<file path="src/rtl/mod60_ctrl_pkg.sv">
`default_nettype none
// ============================================================================
// Module      : mod60_ctrl_pkg
// Description : Shared constants and FSM encoding for the mod-60 mm:ss counter
// Revision    : 1.0
// ============================================================================
package mod60_ctrl_pkg;

    localparam int MOD    = 60;
    localparam int W      = 6;
    localparam int LOAD_W = 2 * W;

    localparam logic [1:0] ST_IDLE  = 2'd0;
    localparam logic [1:0] ST_RUN   = 2'd1;
    localparam logic [1:0] ST_PAUSE = 2'd2;

    // Load fields are range-checked arithmetically, independent of the
    // +1 wrap detectors in the datapath.
    function automatic logic ge_mod(input logic [W-1:0] v);
        return ({26'd0, v} >= MOD);
    endfunction

endpackage : mod60_ctrl_pkg
`default_nettype wire

</file>
<file path="src/rtl/mod60_ctrl_if.sv">
`default_nettype none
// ============================================================================
// Module      : mod60_ctrl_if
// Description : Control, load handshake and count outputs of mod60_ctrl
// Revision    : 1.0
// ============================================================================
interface mod60_ctrl_if;

    logic                               start;
    logic                               stop;
    logic                               clr;
    logic                               tick;
    logic                               load_valid;
    logic [mod60_ctrl_pkg::LOAD_W-1:0]  load_val;
    logic                               load_ready;
    logic                               load_err;
    logic [mod60_ctrl_pkg::W-1:0]       sec;
    logic [mod60_ctrl_pkg::W-1:0]       min;
    logic                               sec_wrap;
    logic                               hr_wrap;
    logic                               running;

    modport master (
        output start, stop, clr, tick, load_valid, load_val,
        input  load_ready, load_err, sec, min, sec_wrap, hr_wrap, running
    );

    modport slave (
        input  start, stop, clr, tick, load_valid, load_val,
        output load_ready, load_err, sec, min, sec_wrap, hr_wrap, running
    );

endinterface : mod60_ctrl_if
`default_nettype wire

</file>
<file path="src/rtl/mod60_ctrl_range_ge60.sv">
`default_nettype none
// ============================================================================
// Module      : range_ge60
// Description : Flags a 6-bit value in 60..63 (upper four bits all ones)
// Revision    : 1.0
// ============================================================================
module range_ge60 (
    input  wire logic [5:0] i,
    output logic            hit
);

    assign hit = (i[5:2] == 4'b1111);

endmodule : range_ge60
`default_nettype wire

</file>
<file path="src/rtl/mod60_ctrl.sv">
`default_nettype none
// ============================================================================
// Module      : mod60_ctrl
// Description : mm:ss counter with IDLE/RUN/PAUSE control and checked load
// Revision    : 1.0
// ============================================================================
module mod60_ctrl
    import mod60_ctrl_pkg::*;
(
    input  wire logic   clk,
    input  wire logic   rst,
    mod60_ctrl_if.slave bus
);

    logic [1:0]   r_state;
    logic [1:0]   w_state_nxt;
    logic [W-1:0] r_sec;
    logic [W-1:0] r_min;
    logic         r_sec_wrap;
    logic         r_hr_wrap;
    logic         r_load_err;
    logic         r_running;

    logic [W-1:0] w_next_sec;
    logic [W-1:0] w_next_min;
    logic         w_sec_hit;
    logic         w_min_hit;
    logic         w_ready;
    logic         w_xfer;
    logic         w_load_ok;
    logic         w_count;

    assign w_next_sec = r_sec + 6'd1;
    assign w_next_min = r_min + 6'd1;

    range_ge60 u_sec_range (.i(w_next_sec), .hit(w_sec_hit));
    range_ge60 u_min_range (.i(w_next_min), .hit(w_min_hit));

    assign w_ready   = ((r_state == ST_IDLE) || (r_state == ST_PAUSE)) && !bus.clr && !rst;
    assign w_xfer    = bus.load_valid && w_ready;
    assign w_load_ok = !ge_mod(bus.load_val[LOAD_W-1:W]) && !ge_mod(bus.load_val[W-1:0]);
    // stop outranks tick, so a stop cycle in RUN does not count
    assign w_count   = (r_state == ST_RUN) && bus.tick && !bus.stop;

    // stop dominates start; in IDLE a stop simply holds IDLE
    always_comb begin
        w_state_nxt = r_state;
        if (bus.stop) begin
            if (r_state != ST_IDLE) begin
                w_state_nxt = ST_PAUSE;
            end
        end else if (bus.start && (r_state != ST_RUN)) begin
            w_state_nxt = ST_RUN;
        end
    end

    always_ff @(posedge clk) begin
        if (rst || bus.clr) begin
            r_state    <= ST_IDLE;
            r_sec      <= '0;
            r_min      <= '0;
            r_sec_wrap <= 1'b0;
            r_hr_wrap  <= 1'b0;
            r_load_err <= 1'b0;
            r_running  <= 1'b0;
        end else begin
            r_state    <= w_state_nxt;
            r_running  <= (w_state_nxt == ST_RUN);
            r_sec_wrap <= w_count && w_sec_hit;
            r_hr_wrap  <= w_count && w_sec_hit && w_min_hit;
            r_load_err <= w_xfer && !w_load_ok;
            if (w_xfer && w_load_ok) begin
                r_min <= bus.load_val[LOAD_W-1:W];
                r_sec <= bus.load_val[W-1:0];
            end else if (w_count) begin
                if (w_sec_hit) begin
                    r_sec <= '0;
                    r_min <= w_min_hit ? '0 : w_next_min;
                end else begin
                    r_sec <= w_next_sec;
                end
            end
        end
    end

    assign bus.load_ready = w_ready;
    assign bus.load_err   = r_load_err;
    assign bus.sec        = r_sec;
    assign bus.min        = r_min;
    assign bus.sec_wrap   = r_sec_wrap;
    assign bus.hr_wrap    = r_hr_wrap;
    assign bus.running    = r_running;

endmodule : mod60_ctrl
`default_nettype wire

</file>
<file path="src/flat_wrapper.sv">
// flat-port wrapper written by rule: the top's interface ports become plain ports
module mod60_ctrl_flat import mod60_ctrl_pkg::*;
  (clk, rst, bus_start, bus_stop, bus_clr, bus_tick, bus_load_valid, bus_load_val, bus_load_ready, bus_load_err, bus_sec, bus_min, bus_sec_wrap, bus_hr_wrap, bus_running);
  mod60_ctrl_if bus_i ();
  input  wire logic clk;
  input  wire logic rst;
  input wire logic [$bits(bus_i.start)-1:0] bus_start;
  input wire logic [$bits(bus_i.stop)-1:0] bus_stop;
  input wire logic [$bits(bus_i.clr)-1:0] bus_clr;
  input wire logic [$bits(bus_i.tick)-1:0] bus_tick;
  input wire logic [$bits(bus_i.load_valid)-1:0] bus_load_valid;
  input wire logic [$bits(bus_i.load_val)-1:0] bus_load_val;
  output wire logic [$bits(bus_i.load_ready)-1:0] bus_load_ready;
  output wire logic [$bits(bus_i.load_err)-1:0] bus_load_err;
  output wire logic [$bits(bus_i.sec)-1:0] bus_sec;
  output wire logic [$bits(bus_i.min)-1:0] bus_min;
  output wire logic [$bits(bus_i.sec_wrap)-1:0] bus_sec_wrap;
  output wire logic [$bits(bus_i.hr_wrap)-1:0] bus_hr_wrap;
  output wire logic [$bits(bus_i.running)-1:0] bus_running;
  assign bus_i.start = bus_start;
  assign bus_i.stop = bus_stop;
  assign bus_i.clr = bus_clr;
  assign bus_i.tick = bus_tick;
  assign bus_i.load_valid = bus_load_valid;
  assign bus_i.load_val = bus_load_val;
  assign bus_load_ready = bus_i.load_ready;
  assign bus_load_err = bus_i.load_err;
  assign bus_sec = bus_i.sec;
  assign bus_min = bus_i.min;
  assign bus_sec_wrap = bus_i.sec_wrap;
  assign bus_hr_wrap = bus_i.hr_wrap;
  assign bus_running = bus_i.running;
  mod60_ctrl u_core (.clk(clk), .rst(rst), .bus(bus_i));
endmodule
</file>
<file path="config.mk">
export PLATFORM = sky130hd
export DESIGN_NAME = mod60_ctrl_flat
export DESIGN_NICKNAME = d
export VERILOG_FILES = /design/src/rtl/mod60_ctrl_pkg.sv /design/src/rtl/mod60_ctrl_if.sv /design/src/rtl/mod60_ctrl_range_ge60.sv /design/src/rtl/mod60_ctrl.sv /design/src/flat_wrapper.sv
export SDC_FILE = /design/constraint.sdc
export NUM_CORES = 1
export LEC_CHECK = 0
export BUFFER_PORTS_ARGS = -buffer_cell sky130_fd_sc_hd__buf_2
export CAP_MARGIN = 20
export CELL_PAD_IN_SITES_DETAIL_PLACEMENT = 1
export CELL_PAD_IN_SITES_GLOBAL_PLACEMENT = 1
export CORE_ASPECT_RATIO = 1.4
export CORE_MARGIN = 8
export CORE_UTILIZATION = 34
export CTS_CLUSTER_DIAMETER = 150
export CTS_CLUSTER_SIZE = 16
export DETAILED_ROUTE_END_ITERATION = 8
export GPL_TIMING_DRIVEN = 0
export PLACE_DENSITY = 0.87
export SYNTH_ARGS = -nofsm -noshare
export SYNTH_HDL_FRONTEND = slang
export SYNTH_HIERARCHICAL = 1
export SYNTH_SLANG_ARGS = --single-unit
</file>
<file path="constraint.sdc">
create_clock -name clk -period 2.8 [get_ports clk]
set_clock_uncertainty 0.1 [all_clocks]
set_input_delay 0.42 -clock clk [delete_from_list [all_inputs] [get_ports clk]]
set_output_delay 0.42 -clock clk [all_outputs]
set_load 0.005 [all_outputs]
</file>
### Word level (Yosys, flattened, before mapping)

Cells that the tools add are included.

* output and inout bits: 17
* bits in registers: 18

* reduce and logical (&&, ||, !) cells: 24
* add/subtract/negate cells: 2
* $lt $le $gt $ge: 2
* muxes and demuxes: 10
* eq/ne operators: 6

Operator list (count)
* $mux W6: 7
* $add A6 B1 Y6 const B: 2
* $ge A6 B6 Y1 const B: 2
* $logic_and A1 B1 Y1: 11
* $eq A4 B4 Y1 const B: 2
* $logic_not A1 Y1: 6
* $mux W2: 3
* $reduce_bool A2 Y1: 3
* $eq A2 B1 Y1 const B: 2
* $eq A2 B2 Y1 const B: 1
* $logic_not A2 Y1: 1
* $logic_or A1 B1 Y1: 2
* $ne A2 B1 Y1 const B: 1
* $reduce_and A2 Y1: 1

### Longest topological paths before layout

Gate-level depths: netlist of the first run.

* depth in word-level cells: 8
* depth in mapped cells: 9

### Hierarchy

Netlist of the first run, hierarchy kept.

By module, submodules not included
* mod60_ctrl: cells each 115, instances 1, area each 958.4 µm², seq. area each 360.3 µm²
* range_ge60: cells each 1, instances 2, area each 8.8 µm², seq. area each 0.0 µm²

### Worst setup path after synthesis of the first run

OpenSTA, ideal clock, no wires.

* path type: reg-to-reg
* start: reg u_core.r_sec[0], in the netlist u_core/bus.sec[0]
* end: reg u_core.r_min[4], in the netlist u_core/bus.min[4]
* clock period less this slack: 2136 ps
* setup slack: 664 ps
* stages on the path, launching flop included: 10
* path buffers: 1
* arrival time: 1906 ps
* cell sequence: dfxtp_1 ha_1 nand3_1 xnor2_1 and4_1 inv_1 or2_2 clkbuf_1 a221oi_1 nor3_1

* cells in the longest elaborated chain, start to end: 4

Ends and longest elaborated chain
* from (decl): RTL line mod60_ctrl.sv:17 `logic [W-1:0] r_sec;`
* from (signal assigned): RTL line mod60_ctrl.sv:74 `r_sec <= bus.load_val[W-1:0];`
* from (signal assigned): RTL line mod60_ctrl.sv:80 `r_sec <= w_next_sec;`
* $add A6 B1 Y6: RTL line mod60_ctrl.sv:33 `assign w_next_sec = r_sec + 6'd1;`
* via u_core.w_next_sec[4]: RTL line mod60_ctrl.sv:24 `logic [W-1:0] w_next_sec;`
* $eq A4 B4 Y1: RTL line mod60_ctrl_range_ge60.sv:12 `assign hit = (i[5:2] == 4'b1111);`
* via u_core.w_sec_hit: RTL line mod60_ctrl.sv:26 `logic w_sec_hit;`
* $reduce_bool A2 Y1 (no line)
* $reduce_and A2 Y1 (no line)
* to (signal assigned): RTL line mod60_ctrl.sv:73 `r_min <= bus.load_val[LOAD_W-1:W];`
* to (signal assigned): RTL line mod60_ctrl.sv:78 `r_min <= w_min_hit ? '0 : w_next_min;`
* to (decl): RTL line mod60_ctrl.sv:18 `logic [W-1:0] r_min;`

The timed path passes the listed nets, and every way through them passes these cells.
A chain may end at the register's enable or synchronous reset.

### Worst setup path in the final report of the first run

Ends and elaborated chain as after synthesis.

==> flow_metrics.env, run 1 <==
export IMPL_status="completed"
export IMPL_cp_top_family="simple AND/OR/NAND/NOR gates"
export IMPL_crit_chain="ha_1 -> nand3_1 -> xnor2_1 -> and4_1 -> inv_1 -> or2_2 -> clkbuf_1 -> a221oi_1 -> nor3_1"
export IMPL_finalSetupTns_ns=0
export IMPL_die_x_microns=61.19
export IMPL_clk_pin_slew_ns=0.07
export IMPL_hpwl_microns=2422
export IMPL_first_global_vias=1154
export IMPL_cp_arrival_ns=2.48
export IMPL_cp_slowest_stage_delay_ns=0.42
export IMPL_hold_viol=0
export IMPL_setup_viol_count_final=0
export IMPL_clockBufferDepth=2
export IMPL_postCtsResizedCells=0
export IMPL_layout_worst_path_cycle_share=0.8785
export IMPL_slew_headroom=0.6928
export IMPL_setup_worst_path_start_class="flop"
export IMPL_cts_sinks=18
export IMPL_grt_max_degree=11
export IMPL_nNetsFinal=177
export IMPL_area_delta_synth_final_pct=27.03
export IMPL_cts_tree="built"
export IMPL_drive_gt1_frac=0.2922
export IMPL_first_iter_violations=13
export IMPL_fp_dieH_microns=79.27
export IMPL_die_area_sq_um=4851
export IMPL_cp_num_buf_inv=2
export IMPL_ant_nets=0
export IMPL_final_cell_mix="37 x buf_2, 18 x dfxtp_1, 11 x nor2_1, 11 x nand3_1, 8 x a21oi_1"
export IMPL_routed_via_density=5.293
export IMPL_post_cts_buffers=0
export IMPL_final_common_cell="buf_2"
export IMPL_grt_overflow=0
export IMPL_io_buffers=35
export IMPL_p_leak_nw=0.5578
export IMPL_grt_antenna_before_repair=0
export IMPL_core_sq_um=2791
export IMPL_total_power_mw=0.5020
export IMPL_path_class="reg -> reg"
export IMPL_row_count=23
export IMPL_start_util=0.3483
export IMPL_syn_nets=137
export IMPL_synth_warnings=6
export IMPL_drv_slew=0
export IMPL_worstPathRequired_ns=2.82
export IMPL_ios=36
export IMPL_finalWorstPathRequiredPeriod_ns=2.460
export IMPL_rsz0062_at_grt="no"
export IMPL_grt_first_pass_wirelength_microns=5092
export IMPL_final_area_sq_um=1235
export IMPL_grtUsageTotal=0.1346
export IMPL_drc=0
export IMPL_cts_buffers=3
export IMPL_dpl_instance_area_sq_um=1194
export IMPL_routabilityCongestion=0.8009
export IMPL_syn_area_sq_um=972.2
export IMPL_fillers=371
export IMPL_cp_max_fo=7
export IMPL_clkLatencyLatePin_ns=0.25
export IMPL_powerDensity_nw_per_um2=406.5
export IMPL_fmax_mhz=406.6
export IMPL_wl_per_cell_microns=15.89
export IMPL_dr_total_vias=1011
export IMPL_wirelength_microns=3035
export IMPL_end_kind="flop"
export IMPL_drt_first_pass_iters=4
export IMPL_htreeDepth=1
export IMPL_syn_inst=116
export IMPL_n_antenna_cell=0
export IMPL_reg2reg_slack_ns=0.34
export IMPL_ir_drop_uv=184.0
export IMPL_avgSynthCellArea_sq_um=8.381
export IMPL_cts_root_buf="clkbuf_8"
export IMPL_hold_path_class="in -> reg"
export IMPL_cp_slowest_cell="dfxtp_1"
export IMPL_worst_pin_slew_ns=0.4608
export IMPL_hold_buffers=0
export IMPL_maxCapViolations=0
## layout make-up
| type | count | area, sq um | share of cell area |
|---|---|---|---|
| Tap cell | 37 | 46.29 | 0.03749 |
| Sequential cell | 18 | 360.3 | 0.2918 |
| Inverter | 4 | 15.01 | 0.01216 |
| Timing Repair Buffer | 35 | 175.2 | 0.1418 |
| Clock buffer | 3 | 41.29 | 0.03343 |
| Multi-Input combinational cell | 88 | 571.8 | 0.4630 |
| Buffer | 6 | 25.02 | 0.02026 |
## routing by layer
metal / track usage / part of all wire / up-vias
met1: 0.1415 / 0.39 / 480
met2: 0.2405 / 0.54 / 28
met3: 0.03393 / 0.055 / 8
met4: 0.05386 / 0.017 / 0
met5: 0 / 0 / -
li1: - / - / 495
## metrics by stage
stage | hold WS [ns] | setup slack [ns] | std cells | util
2_1_floorplan | 0.3582 | 0.6642 | 116 | -
3_3_place_gp | 0.3758 | 0.4919 | 188 | 0.4276
3_5_place_dp | 0.4075 | 0.3776 | 188 | 0.4276
4_1_cts | 0.2878 | 0.3520 | 191 | 0.4424
5_1_grt | 0.2995 | 0.2210 | 191 | 0.4424
6_report | 0.2926 | 0.3403 | 191 | 0.4424
## sequential cells by signal, summed over array words and instances (netlist names)
name / flops
u_core/bus.sec: 6
u_core/bus.sec_wrap: 1
u_core/bus.hr_wrap: 1
u_core/bus.min: 6
u_core/r_state: 2
u_core/bus.running: 1
u_core/bus.load_err: 1
## worst paths after layout
path / end / start / depth (start not counted)
max: u_core/bus.min[4] / u_core/bus.sec[0] / 9
min: u_core/bus.running / bus_stop / 2
max reg2reg: u_core/bus.min[4] / u_core/bus.sec[0] / 9
min reg2reg: u_core/r_state[1] / u_core/r_state[1] / 2
## worst reg2reg max path: stages (launching register included)
cell and delay (ns):
dfxtp_1 0.42, ha_1 0.22, nand3_1 0.13, xnor2_1 0.24
and4_1 0.29, inv_1 0.05, or2_2 0.29, clkbuf_1 0.19
a221oi_1 0.33, nor3_1 0.09
## where the power goes
part           leakage [nW]  internal [mW]  switching, mW
logic                 0.390         0.0275         0.0294
registers             0.146          0.261        0.00641
clock network        0.0216         0.0954         0.0819
total                 0.558          0.384          0.118
Note: power is estimated with default switching activity, not from simulation.
==> inputs of run 2 (changes only) <==
--- a/config.mk
+++ b/config.mk
@@ -17,6 +17,7 @@
 export DETAILED_ROUTE_END_ITERATION = 8
 export GPL_TIMING_DRIVEN = 0
 export PLACE_DENSITY = 0.87
+export RECOVER_POWER = 50
 export SYNTH_ARGS = -nofsm -noshare
 export SYNTH_HDL_FRONTEND = slang
 export SYNTH_HIERARCHICAL = 1
==> run 2 against run 1 <==
Fmax hardly changed. Sequential cell count unchanged. Via count grew 1.5%. Die area stayed put. Global-route usage did not move. Final cell count unchanged. Register-to-register slack barely moved. Cell area decreased by 1.4%. Routed wire length rose by 0.66%. Critical path depth did not move. Worst hold slack is essentially flat. Largest cell class unchanged.
==> flow_metrics.env, run 2 (synthesis gave the netlist of run 1 again) <==
export IMPL_status="completed"
export IMPL_drv_slew=0
export IMPL_fmax_mhz=406.7
export IMPL_cp_num_buf_inv=2
export IMPL_cts_tree="built"
export IMPL_cts_root_buf="clkbuf_8"
export IMPL_routed_via_density=5.372
export IMPL_clockBufferDepth=2
export IMPL_die_area_sq_um=4851
export IMPL_cp_slowest_cell="dfxtp_1"
export IMPL_reg2reg_slack_ns=0.34
export IMPL_grt_overflow=0
export IMPL_cp_top_family="simple AND/OR/NAND/NOR gates"
export IMPL_core_sq_um=2791
export IMPL_fp_dieH_microns=79.27
export IMPL_maxCapViolations=0
export IMPL_ff_latch_area_sq_um=360.3
export IMPL_setup_viol_count_final=0
export IMPL_setup_worst_path_start_class="flop"
export IMPL_cts_buffers=3
export IMPL_dr_total_vias=1026
export IMPL_grt_antenna_before_repair=0
export IMPL_clk_pin_slew_ns=0.07
export IMPL_die_x_microns=61.19
export IMPL_crit_chain="ha_1 -> nand3_1 -> xnor2_1 -> and4_1 -> inv_1 -> or2_2 -> clkbuf_1 -> a221oi_1 -> nor3_1"
export IMPL_p_leak_nw=0.5106
export IMPL_drt_first_pass_iters=4
export IMPL_row_count=23
export IMPL_grt_max_degree=11
export IMPL_wl_per_cell_microns=15.99
export IMPL_start_util=0.3483
export IMPL_end_kind="flop"
export IMPL_final_cell_mix="26 x buf_2, 18 x dfxtp_1, 15 x clkbuf_1, 11 x nor2_1, 11 x nand3_1"
export IMPL_first_iter_violations=21
export IMPL_post_cts_buffers=0
export IMPL_cp_max_fo=7
export IMPL_first_global_vias=1154
export IMPL_area_delta_synth_final_pct=25.23
export IMPL_ir_drop_uv=182.9
export IMPL_reg2reg_depth=9
export IMPL_htreeDepth=1
export IMPL_finalWorstPathRequiredPeriod_ns=2.459
export IMPL_grtUsageTotal=0.1346
export IMPL_worstPathRequired_ns=2.82
export IMPL_layout_worst_path_cycle_share=0.8782
export IMPL_fillers=372
export IMPL_path_class="reg -> reg"
export IMPL_powerDensity_nw_per_um2=411.1
export IMPL_slew_headroom=0.6936
export IMPL_ios=36
export IMPL_finalSetupTns_ns=0
export IMPL_min_delay_path_depth=2
export IMPL_finish_utilization=0.4361
export IMPL_drive_gt1_frac=0.2143
export IMPL_routabilityCongestion=0.8009
export IMPL_io_buffers=35
export IMPL_grt_first_pass_wirelength_microns=5092
export IMPL_hold_viol=0
export IMPL_drc=0
export IMPL_hold_end="u_core/bus.running"
export IMPL_place_inst=188
export IMPL_cp_arrival_ns=2.48
export IMPL_n_antenna_cell=0
export IMPL_hold_buffers=0
export IMPL_worstHoldStart="bus_stop"
export IMPL_r2r_end="u_core/bus.min[4]"
export IMPL_nNetsFinal=177
export IMPL_wirelength_microns=3055
export IMPL_clkLatencyLatePin_ns=0.25
export IMPL_fin_cells=191
export IMPL_hold_path_class="in -> reg"
export IMPL_cts_sinks=18
export IMPL_multi_input_area_sq_um=568.0
export IMPL_final_common_cell="buf_2"
export IMPL_cp_slowest_stage_delay_ns=0.42
export IMPL_regToRegStartpoint="u_core/bus.sec[0]"
export IMPL_ant_nets=0
export IMPL_hpwl_microns=2422
export IMPL_worst_pin_slew_ns=0.4596
export IMPL_postCtsResizedCells=0
export IMPL_rsz0062_at_grt="no"
-- run 2: stage by stage --
| stage | hold slack, ns | area [sq um] | power [mW] | setup slack [ns] |
|---|---|---|---|---|
| 6_report | 0.2927 | 1217 | 0.5004 | 0.3411 |
| 3_3_place_gp | 0.3758 | 1194 | 0.3277 | 0.4919 |
| 4_1_cts | 0.2878 | 1235 | 0.5102 | 0.3520 |
| 2_1_floorplan | 0.3582 | 972.2 | 0.3004 | 0.6642 |
| 5_1_grt | 0.2995 | 1217 | 0.5238 | 0.2190 |
| 3_5_place_dp | 0.4075 | 1194 | 0.3306 | 0.3776 |
-- run 2: worst max-delay path by stage --
stage	start	endpoint	slack, ns	cells past startpoint
2_1_floorplan	u_core/bus.sec[0]	u_core/bus.min[4]	0.66	9
3_3_place_gp	u_core/bus.sec[0]	u_core/bus.min[4]	0.49	9
3_5_place_dp	u_core/bus.sec[0]	u_core/bus.min[4]	0.38	9
4_1_cts	u_core/bus.sec[0]	u_core/bus.min[4]	0.35	9
5_1_grt	u_core/bus.sec[3]	u_core/bus.min[4]	0.22	9
6_report	u_core/bus.sec[0]	u_core/bus.min[4]	0.34	9
-- run 2: final cells by class --
| class | count | area share |
|---|---|---|
| plain buffers | 6 | 0.02055 |
| multi-input cells | 88 | 0.4666 |
| flip-flops and latches | 18 | 0.2960 |
| clock buffers | 3 | 0.03392 |
| repair buffers | 35 | 0.1326 |
| well taps | 37 | 0.03803 |
| inverters | 4 | 0.01233 |
-- run 2: power breakdown --
| group | leakage (nW) | switching, mW | total, mW | internal, mW |
|---|---|---|---|---|
| Clock | 0.0216 | 0.0818 | 0.177 | 0.0954 |
| Combinational | 0.343 | 0.0294 | 0.0554 | 0.0260 |
| Sequential | 0.146 | 0.00645 | 0.268 | 0.261 |
| Total | 0.511 | 0.118 | 0.500 | 0.383 |
-- run 2: layer usage --
metal / vias up / global-route usage / wire length [microns]
met5: - / 0 / 0
met1: 492 / 0.1415 / 1151
met3: 6 / 0.03393 / 194
li1: 495 / - / -
met2: 33 / 0.2405 / 1667
met4: 0 / 0.05386 / 41
==> inputs of run 3 (changes only) <==
--- a/config.mk
+++ b/config.mk
@@ -11,12 +11,13 @@
 export CELL_PAD_IN_SITES_GLOBAL_PLACEMENT = 1
 export CORE_ASPECT_RATIO = 1.4
 export CORE_MARGIN = 8
-export CORE_UTILIZATION = 34
+export CORE_UTILIZATION = 36
+export CTS_BUF_LIST = sky130_fd_sc_hd__clkbuf_8
 export CTS_CLUSTER_DIAMETER = 150
 export CTS_CLUSTER_SIZE = 16
 export DETAILED_ROUTE_END_ITERATION = 8
 export GPL_TIMING_DRIVEN = 0
-export PLACE_DENSITY = 0.87
+export PLACE_DENSITY = 0.91
 export RECOVER_POWER = 50
 export SYNTH_ARGS = -nofsm -noshare
 export SYNTH_HDL_FRONTEND = slang
==> run 3 against run 2 <==
Critical path depth did not move. Sequential share of layout area did not move. Via count rose by 0.68%. First-iteration DRC count rose by 33%. Non-clock buffer count did not move. Largest cell class unchanged. Final cell count fell by 0.52%. Cell area did not move. Register-to-register slack improved by 0.05 ns. Sequential cell count did not move. Clock power barely moved.
==> flow_metrics.env, run 3 (synthesis gave the netlist of run 1 again) <==
export IMPL_total_power_mw=0.5039
export IMPL_die_area_sq_um=4643
export IMPL_grtUsageTotal=0.1359
export IMPL_hpwl_microns=2445
export IMPL_io_buffers=35
export IMPL_maxCapViolations=0
export IMPL_clkLatencyLatePin_ns=0.25
export IMPL_holdWs_ns=0.2916
export IMPL_end_kind="flop"
export IMPL_n_antenna_cell=0
export IMPL_hold_viol=0
export IMPL_worst_pin_slew_ns=0.4849
export IMPL_p_leak_nw=0.5148
export IMPL_nNetsFinal=177
export IMPL_path_class="reg -> reg"
export IMPL_cts_tree="built"
export IMPL_drc=0
export IMPL_reg2reg_slack_ns=0.39
export IMPL_final_common_cell="buf_2"
export IMPL_cp_arrival_ns=2.43
export IMPL_cp_max_fo=7
export IMPL_grt_max_degree=11
export IMPL_final_area_sq_um=1217
export IMPL_area_delta_synth_final_pct=25.23
export IMPL_setup_worst_path_start_class="flop"
export IMPL_p_int_mw=0.3831
export IMPL_drv_slew=0
export IMPL_drt_first_pass_iters=4
export IMPL_grt_overflow=0
export IMPL_routabilityCongestion=0.8609
export IMPL_setup_viol_count_final=0
export IMPL_rsz0062_at_grt="no"
export IMPL_finalSetupTns_ns=0
export IMPL_ios=36
export IMPL_finalWorstPathRequiredPeriod_ns=2.411
export IMPL_dr_total_vias=1033
export IMPL_ir_drop_uv=241.4
export IMPL_cts_sinks=18
export IMPL_fmax_mhz=414.8
export IMPL_fillers=363
export IMPL_sw_frac_of_total=0.2398
export IMPL_dpl_instance_area_sq_um=1192
export IMPL_clockBufferDepth=2
export IMPL_first_iter_violations=28
export IMPL_die_x_microns=59.92
export IMPL_start_util=0.3757
export IMPL_worstPathRequired_ns=2.82
export IMPL_grt_antenna_before_repair=0
export IMPL_grt_first_pass_wirelength_microns=5023
export IMPL_layout_worst_path_cycle_share=0.8610
export IMPL_power_net_switching_mw=0.1209
export IMPL_fin_cells=190
export IMPL_hold_path_class="in -> reg"
export IMPL_routed_via_density=5.437
export IMPL_wl_per_cell_microns=16.28
export IMPL_hold_buffers=0
export IMPL_cts_root_buf="clkbuf_8"
export IMPL_powerDensity_nw_per_um2=413.9
export IMPL_core_sq_um=2587
export IMPL_postCtsResizedCells=0
export IMPL_wirelength_microns=3094
export IMPL_cts_buffers=3
export IMPL_drive_gt1_frac=0.2208
export IMPL_slew_headroom=0.6767
export IMPL_ant_nets=0
export IMPL_htreeDepth=1
export IMPL_clk_pin_slew_ns=0.07
export IMPL_power_frac_seq=0.532
export IMPL_power_share_combinational=0.112
export IMPL_fp_dieH_microns=77.49
export IMPL_final_cell_mix="27 x buf_2, 18 x dfxtp_1, 14 x clkbuf_1, 11 x nor2_1, 11 x nand3_1"
export IMPL_post_cts_buffers=0
export IMPL_place_inst=187
export IMPL_status="completed"
export IMPL_row_count=22
export IMPL_power_frac_clock=0.356
export IMPL_first_global_vias=1153
-- run 3: cell types whose count changed in the layout (fill, tap and decap cells not counted) --
cell and delta:
buf_2 +1, clkbuf_1 -1
-- run 3: area by class of cell --
cell class	count	area, sq um	share of cell area
multi-input cells	88	568.0	0.4666
well taps	36	45.04	0.03700
clock buffers	3	41.29	0.03392
inverters	4	15.01	0.01233
flip-flops and latches	18	360.3	0.2960
plain buffers	6	25.02	0.02055
repair buffers	35	162.7	0.1336
-- run 3: final timing paths --
path	from	end	cells past startpoint
setup / recovery	u_core/bus.sec[3]	u_core/bus.min[4]	9
hold / removal	bus_stop	u_core/r_state[0]	2
setup reg to reg	u_core/bus.sec[3]	u_core/bus.min[4]	9
hold reg to reg	u_core/r_state[1]	u_core/r_state[1]	2
-- run 3: per-stage QoR --
stage | setup slack, ns | utilization
after floorplan | 0.6642 | -
after global placement | 0.5137 | 0.4608
after detailed placement | 0.4314 | 0.4608
after CTS | 0.4119 | 0.4768
after global routing | 0.2705 | 0.4705
final | 0.3891 | 0.4705
-- run 3: layer usage --
metal / global-route usage / vias to the layer above / part of all wire
met5: 0 / - / 0
met4: 0.04317 / 0 / 0.0074
met3: 0.02970 / 2 / 0.047
met2: 0.2665 / 31 / 0.57
met1: 0.1300 / 503 / 0.38
li1: - / 497 / -
-- run 3: power by group through the flow --
stage          Sequential (mW)  Combinational [mW]  Clock [mW]
4_1_cts                  0.268              0.0582       0.187
2_1_floorplan            0.273              0.0275           0
3_5_place_dp             0.274              0.0571           0
6_report                 0.268              0.0564       0.180
3_3_place_gp             0.273              0.0544           0
5_1_grt                  0.269              0.0616       0.199
-- run 3: worst max-delay path: stages (launching register included) --
cell and delay, ns:
dfxtp_1 0.42, and3_1 0.20, nand3_1 0.09, xnor2_1 0.24
and4_1 0.27, inv_1 0.05, or2_2 0.29, clkbuf_1 0.20
a221oi_1 0.34, nor3_1 0.08
